--- config.mk ---
export PLATFORM = sky130hd
export DESIGN_NAME = uart_cmd_wrapper
export DESIGN_NICKNAME = d
export VERILOG_FILES = /design/src/rtl/uart_cmd_wrapper.sv
export SDC_FILE = /design/constraint.sdc
export NUM_CORES = 1
export LEC_CHECK = 0
export ABC_AREA = 0
export CAP_MARGIN = 15
export CORE_MARGIN = 2
export CORE_UTILIZATION = 25
export DETAILED_ROUTE_END_ITERATION = 10
export GPL_ROUTABILITY_DRIVEN = 0
export PLACE_DENSITY_LB_ADDON = 0.3
export SLEW_MARGIN = 20
export SYNTH_ARGS = -nofsm -noshare
export SYNTH_HDL_FRONTEND = slang
export SYNTH_SLANG_ARGS = --single-unit
--- constraint.sdc ---
create_clock -name clk -period 4.2 [get_ports clk]
set_input_delay 0.42 -clock clk [delete_from_list [all_inputs] [get_ports clk]]
set_output_delay 0.42 -clock clk [all_outputs]
set_load 0.01 [all_outputs]
--- src/rtl/uart_cmd_wrapper.sv ---
// Host UART front end: receives two-byte commands (high byte first) and
// serialises 8-bit responses back to the host. RX and TX are independent.
module uart_cmd_wrapper #(
  parameter int unsigned BAUD_DIV = 108,
  parameter int unsigned TO_BITS  = 32
) (
  input  logic        clk,
  input  logic        rst_n,
  input  logic        RX,
  output logic        TX,
  output logic [15:0] cmd,
  output logic        cmd_rdy,
  input  logic        clr_cmd_rdy,
  input  logic [7:0]  resp,
  input  logic        send_resp,
  output logic        resp_sent
);

  localparam int unsigned CW = $clog2(BAUD_DIV * TO_BITS) + 1;
  localparam logic [CW-1:0] BIT_M1  = CW'(BAUD_DIV - 1);
  localparam logic [CW-1:0] HALF_M1 = CW'(BAUD_DIV / 2 - 1);
  localparam logic [CW-1:0] TO_M1   = CW'(BAUD_DIV * TO_BITS - 1);
  localparam logic [CW-1:0] CNT_ONE = CW'(1);

  typedef enum logic {RX_IDLE, RX_RECV}     rx_state_t;
  typedef enum logic {WAIT_HIGH, WAIT_LOW}  asm_state_t;
  typedef enum logic {TX_IDLE, TX_XMIT}     tx_state_t;

  rx_state_t   rx_state;
  asm_state_t  asm_state;
  tx_state_t   tx_state;

  logic          rx_s1, rx_s2, rx_prev;
  logic          start_edge;
  logic [CW-1:0] rx_cnt;
  logic [3:0]    rx_bit;
  logic [7:0]    rx_shift;
  logic [7:0]    rx_byte;
  logic          byte_rdy;
  logic          frame_err;

  logic [7:0]    hi_byte;
  logic [CW-1:0] to_cnt;
  logic          to_run;

  logic [8:0]    tx_data;
  logic [CW-1:0] tx_cnt;
  logic [3:0]    tx_left;

  assign start_edge = (rx_state == RX_IDLE) && rx_prev && !rx_s2;

  // RX synchronizer and frame receiver; samples land mid-bit
  always_ff @(posedge clk or negedge rst_n) begin
    if (!rst_n) begin
      rx_s1     <= 1'b1;
      rx_s2     <= 1'b1;
      rx_prev   <= 1'b1;
      rx_state  <= RX_IDLE;
      rx_cnt    <= '0;
      rx_bit    <= '0;
      rx_shift  <= '0;
      rx_byte   <= '0;
      byte_rdy  <= 1'b0;
      frame_err <= 1'b0;
    end else begin
      rx_s1     <= RX;
      rx_s2     <= rx_s1;
      rx_prev   <= rx_s2;
      byte_rdy  <= 1'b0;
      frame_err <= 1'b0;
      case (rx_state)
        RX_IDLE: begin
          if (start_edge) begin
            rx_state <= RX_RECV;
            rx_cnt   <= HALF_M1;
            rx_bit   <= '0;
          end
        end
        RX_RECV: begin
          if (rx_cnt != '0) begin
            rx_cnt <= rx_cnt - CNT_ONE;
          end else begin
            rx_cnt <= BIT_M1;
            if (rx_bit == 4'd0) begin
              if (rx_s2) rx_state <= RX_IDLE;
              else       rx_bit   <= 4'd1;
            end else if (rx_bit == 4'd9) begin
              rx_state <= RX_IDLE;
              if (rx_s2) begin
                byte_rdy <= 1'b1;
                rx_byte  <= rx_shift;
              end else begin
                frame_err <= 1'b1;
              end
            end else begin
              rx_shift <= {rx_s2, rx_shift[7:1]};
              rx_bit   <= rx_bit + 4'd1;
            end
          end
        end
      endcase
    end
  end

  // Command assembly; the completing set is written last so it beats a clear
  always_ff @(posedge clk or negedge rst_n) begin
    if (!rst_n) begin
      asm_state <= WAIT_HIGH;
      hi_byte   <= '0;
      to_cnt    <= '0;
      to_run    <= 1'b0;
      cmd       <= '0;
      cmd_rdy   <= 1'b0;
    end else begin
      if (clr_cmd_rdy || (start_edge && asm_state == WAIT_HIGH))
        cmd_rdy <= 1'b0;
      case (asm_state)
        WAIT_HIGH: begin
          if (byte_rdy) begin
            hi_byte   <= rx_byte;
            to_cnt    <= TO_M1;
            to_run    <= 1'b1;
            asm_state <= WAIT_LOW;
          end
        end
        WAIT_LOW: begin
          if (frame_err) begin
            to_run    <= 1'b0;
            asm_state <= WAIT_HIGH;
          end else if (byte_rdy) begin
            cmd       <= {hi_byte, rx_byte};
            cmd_rdy   <= 1'b1;
            to_run    <= 1'b0;
            asm_state <= WAIT_HIGH;
          end else if (start_edge) begin
            to_run <= 1'b0;
          end else if (to_run) begin
            if (to_cnt == '0) begin
              to_run    <= 1'b0;
              asm_state <= WAIT_HIGH;
            end else begin
              to_cnt <= to_cnt - CNT_ONE;
            end
          end
        end
      endcase
    end
  end

  // Start bit goes straight to TX, so only {stop, data} is kept in the shifter
  always_ff @(posedge clk or negedge rst_n) begin
    if (!rst_n) begin
      TX        <= 1'b1;
      tx_state  <= TX_IDLE;
      tx_data   <= '1;
      tx_cnt    <= '0;
      tx_left   <= '0;
      resp_sent <= 1'b0;
    end else begin
      case (tx_state)
        TX_IDLE: begin
          if (send_resp) begin
            tx_data   <= {1'b1, resp};
            TX        <= 1'b0;
            tx_cnt    <= BIT_M1;
            tx_left   <= 4'd9;
            resp_sent <= 1'b0;
            tx_state  <= TX_XMIT;
          end
        end
        TX_XMIT: begin
          if (tx_cnt != '0) begin
            tx_cnt <= tx_cnt - CNT_ONE;
          end else if (tx_left != 4'd0) begin
            TX      <= tx_data[0];
            tx_data <= {1'b1, tx_data[8:1]};
            tx_cnt  <= BIT_M1;
            tx_left <= tx_left - 4'd1;
          end else begin
            TX        <= 1'b1;
            resp_sent <= 1'b1;
            tx_state  <= TX_IDLE;
          end
        end
      endcase
    end
  end

endmodule

==> run_results.csv <==
group,metric,value,unit
pwr,ir_worst_vdd,199,uV
routing,dr.pass1.iters,6,
setup_path,cp_max_fo,8,
routing,drt-initial-drc-count,174,
setup_path,critPathMaxStageDelay,0.62,ns
yosys,synth_nets,507,
setup_path,critPathLaunch,"rx_cnt[0]",
routing,avgRoutedWirePerCell,14.2,um
floorplanning,die-area,0.0222,mm^2
setup_path,cp_cell_sequence,"inv_1 > ha_1 > nor4b_2 > nand4_1 > or3_1 > mux2_1",
clock_tree,clock_latency,0.36,ns
setup_path,rr_endpoint,"rx_shift[4]",
yosys,synth.yosys.seq_area_share,51.3,%
sta,fmax,403,MHz
sta,fin_setup_tns,0,ns
routing,vias,3868,
routing,wirelength,11.1,mm
place,io_buffers,31,
sta,maxSlewHeadroom,35.0,%
finish,mostFrequentLayoutCell,"dfrtp_1",
global_route,grt.total_usage,10.6,%
yosys,synth_cells,483,
routing,drc,0,
setup_path,startpoint_type,"flop",
global_route,grt_start_max_net_pins,56,
floorplanning,fp.dieW,149,um
yosys,ys_async_sr_fraction,100,%
yosys,yosysWarnings,0,
pwr,p_total,0.00292,W
setup_path,reg2regPathDepth,6,
clock_tree,cts_hold_buf,0,
global_route,overflow,0,
floorplanning,num_rows,53,
routing,ant_nets,0,
routing,vias_per_cell,4.95,
sta,skew,0.0130,ns
pwr,p_leak,2.67,nW
sta,period_needed,2.48,ns
clock_tree,h-tree-depth,3,
clock_tree,clock_sinks,107,
floorplanning,start_util,25.2,%
floorplanning,core-area,0.0208,mm^2
finish,mostFrequentLayoutCells,"dfrtp_1, nand2_1, mux2_2",
global_route,grt_pass1_wl,19.0,mm
finish,drive_gt1_share,17.4,%
global_route,grt_pass1_vias,3823,
setup_path,worstReg2RegStart,"rx_cnt[0]",
sta,maxSlewViolCount,0,
clock_tree,cts_tree,"done",
clock_tree,root_buffer,"clkbuf_16",
min_path,min_path_type,"in2async",
clock_tree,numCtsBuffers,9,
setup_path,cp-end-kind,"flop",
global_route,antenna_found_initial,0,
finish,n_antenna_cell,0,
clock_tree,clk_pin_slew,0.07,ns
yosys,ys.flop_type,"dfrtp_1",
pwr,p_per_area,478,mW/mm^2
setup_path,worst_path_max_delay_cell,"or3_1",
finish,fin_nets,526,
yosys,ys_types,60,
setup_path,worst-setup-path-type,"reg2reg",
setup_path,crit_arrival,2.72,ns
sta,hold_viol,0,
setup_path,reg2reg_slack,1.72,ns
yosys,synth_edf_count,0,
clock_tree,clock_path_buffers,2,
yosys,netlist_area,0.00525,mm^2
sta,finalSetupViolations,0,
clock_tree,post_cts_buffers,0,
sta,tightest_slew,0.974,ns
sta,rsz0062_at_grt,"no",
finish,area_growth,16.1,%
clock_tree,ctsResizeCount,0,
floorplanning,chipHeight,149,um
flow_run,cap_violations,0,
sta,period_share,59.1,%
yosys,synth_seq_cells,107,
floorplanning,io-pin-count,32,
setup_path,critPathRequiredTime,4.43,ns
run_status,status,"finished clean",
place,post-dp-hpwl,7.73,mm
yosys,synth_area_per_cell,10.9,um^2
==> layer usage <==
metal	part of all wire, %	global-route usage (%)
met1	46	13.6
met2	48	17.1
met3	3.7	2.69
met4	1.6	4.33
met5	0	0
==> worst max-delay path by stage <==
stage	depth (start not counted)	slack [ns]	endpoint
after floorplan	7	2.07	rx_shift[0]
after global placement	6	1.82	rx_shift[4]
after detailed placement	6	1.73	rx_shift[4]
after CTS	6	1.70	rx_shift[4]
after global routing	4	1.51	tx_data[0]
final	6	1.72	rx_shift[4]
==> where the power goes <==
part           internal (W)  switching [W]
combinational      0.000326       0.000349
clock              0.000421       0.000383
sequential          0.00124       0.000192
total               0.00199       0.000924
==> registers in the layout, summed over array words and instances (netlist names), 4 cells and up <==
name	cells
hi_byte	8
rx_cnt	13
tx_cnt	13
to_cnt	13
rx_bit	4
cmd	16
rx_byte	8
tx_left	4
tx_data	8
rx_shift	8
==> cell usage after synthesis, drive strengths merged, types with 4 or more instances <==
cell	count	area (um^2)
clkbuf	18	67.6
nor3b	8	60.1
or2	5	31.3
o31ai	14	105
nand2	42	158
nor2	17	66.3
inv	15	56.3
nor3	10	65.1
nand3	18	90.1
o211ai	4	30.0
dfrtp	95	2380
a21oi	28	140
ha	11	138
mux2	48	541
nor4	8	50.1
nand3b	4	30.0
buf	7	35.0
or4	18	139
o21ai	14	70.1
nor2b	9	56.3
nand2b	9	56.3
dfstp	12	315
nand4	9	56.3
or3	7	43.8
==> worst max-delay path: cells and delay by family (launching register included) <==
kind / cells / cell delay, ns
and+or+nand+nor: 3 / 1.32
DFF: 1 / 0.42
muxes: 1 / 0.36
adders and majority gates: 1 / 0.16
buffers and inverters: 1 / 0.10
==> layout make-up <==
type                       instances  area (um^2)
timing repair buffer              33          323
multi-input combinational        336         2400
inverter                          15         56.3
tap                              275          344
sequential                       107         2690
clock inverter                     5         37.5
fill                            2147        14700
clock buffer                      11          243
==> per-stage QoR <==
step,utilization [%],cell area [um^2],worst slack (ns),hold WS [ns],instances
2_1_floorplan,-,5250,2.07,0.124,483
5_1_grt,29.3,6100,1.51,0.174,782
4_1_cts,29.3,6100,1.70,0.145,782
3_5_place_dp,27.9,5820,1.73,0.349,766
3_3_place_gp,27.9,5820,1.82,0.347,766
6_report,29.3,6100,1.72,0.117,782
==> kinds of logic (layout without fill, tap and decap cells) <==
group | count (synthesis) | count (layout) | share of synthesized area, %
xor+xnor | 2 | 2 | 0.334
buf+inv | 40 | 64 | 3.03
flops | 107 | 107 | 51.3
mux | 50 | 50 | 10.7
simple gates | 178 | 178 | 19.6
fa+ha+maj | 11 | 11 | 2.62
compound gates | 95 | 95 | 12.5
Note: power is estimated with default switching activity, not from simulation.
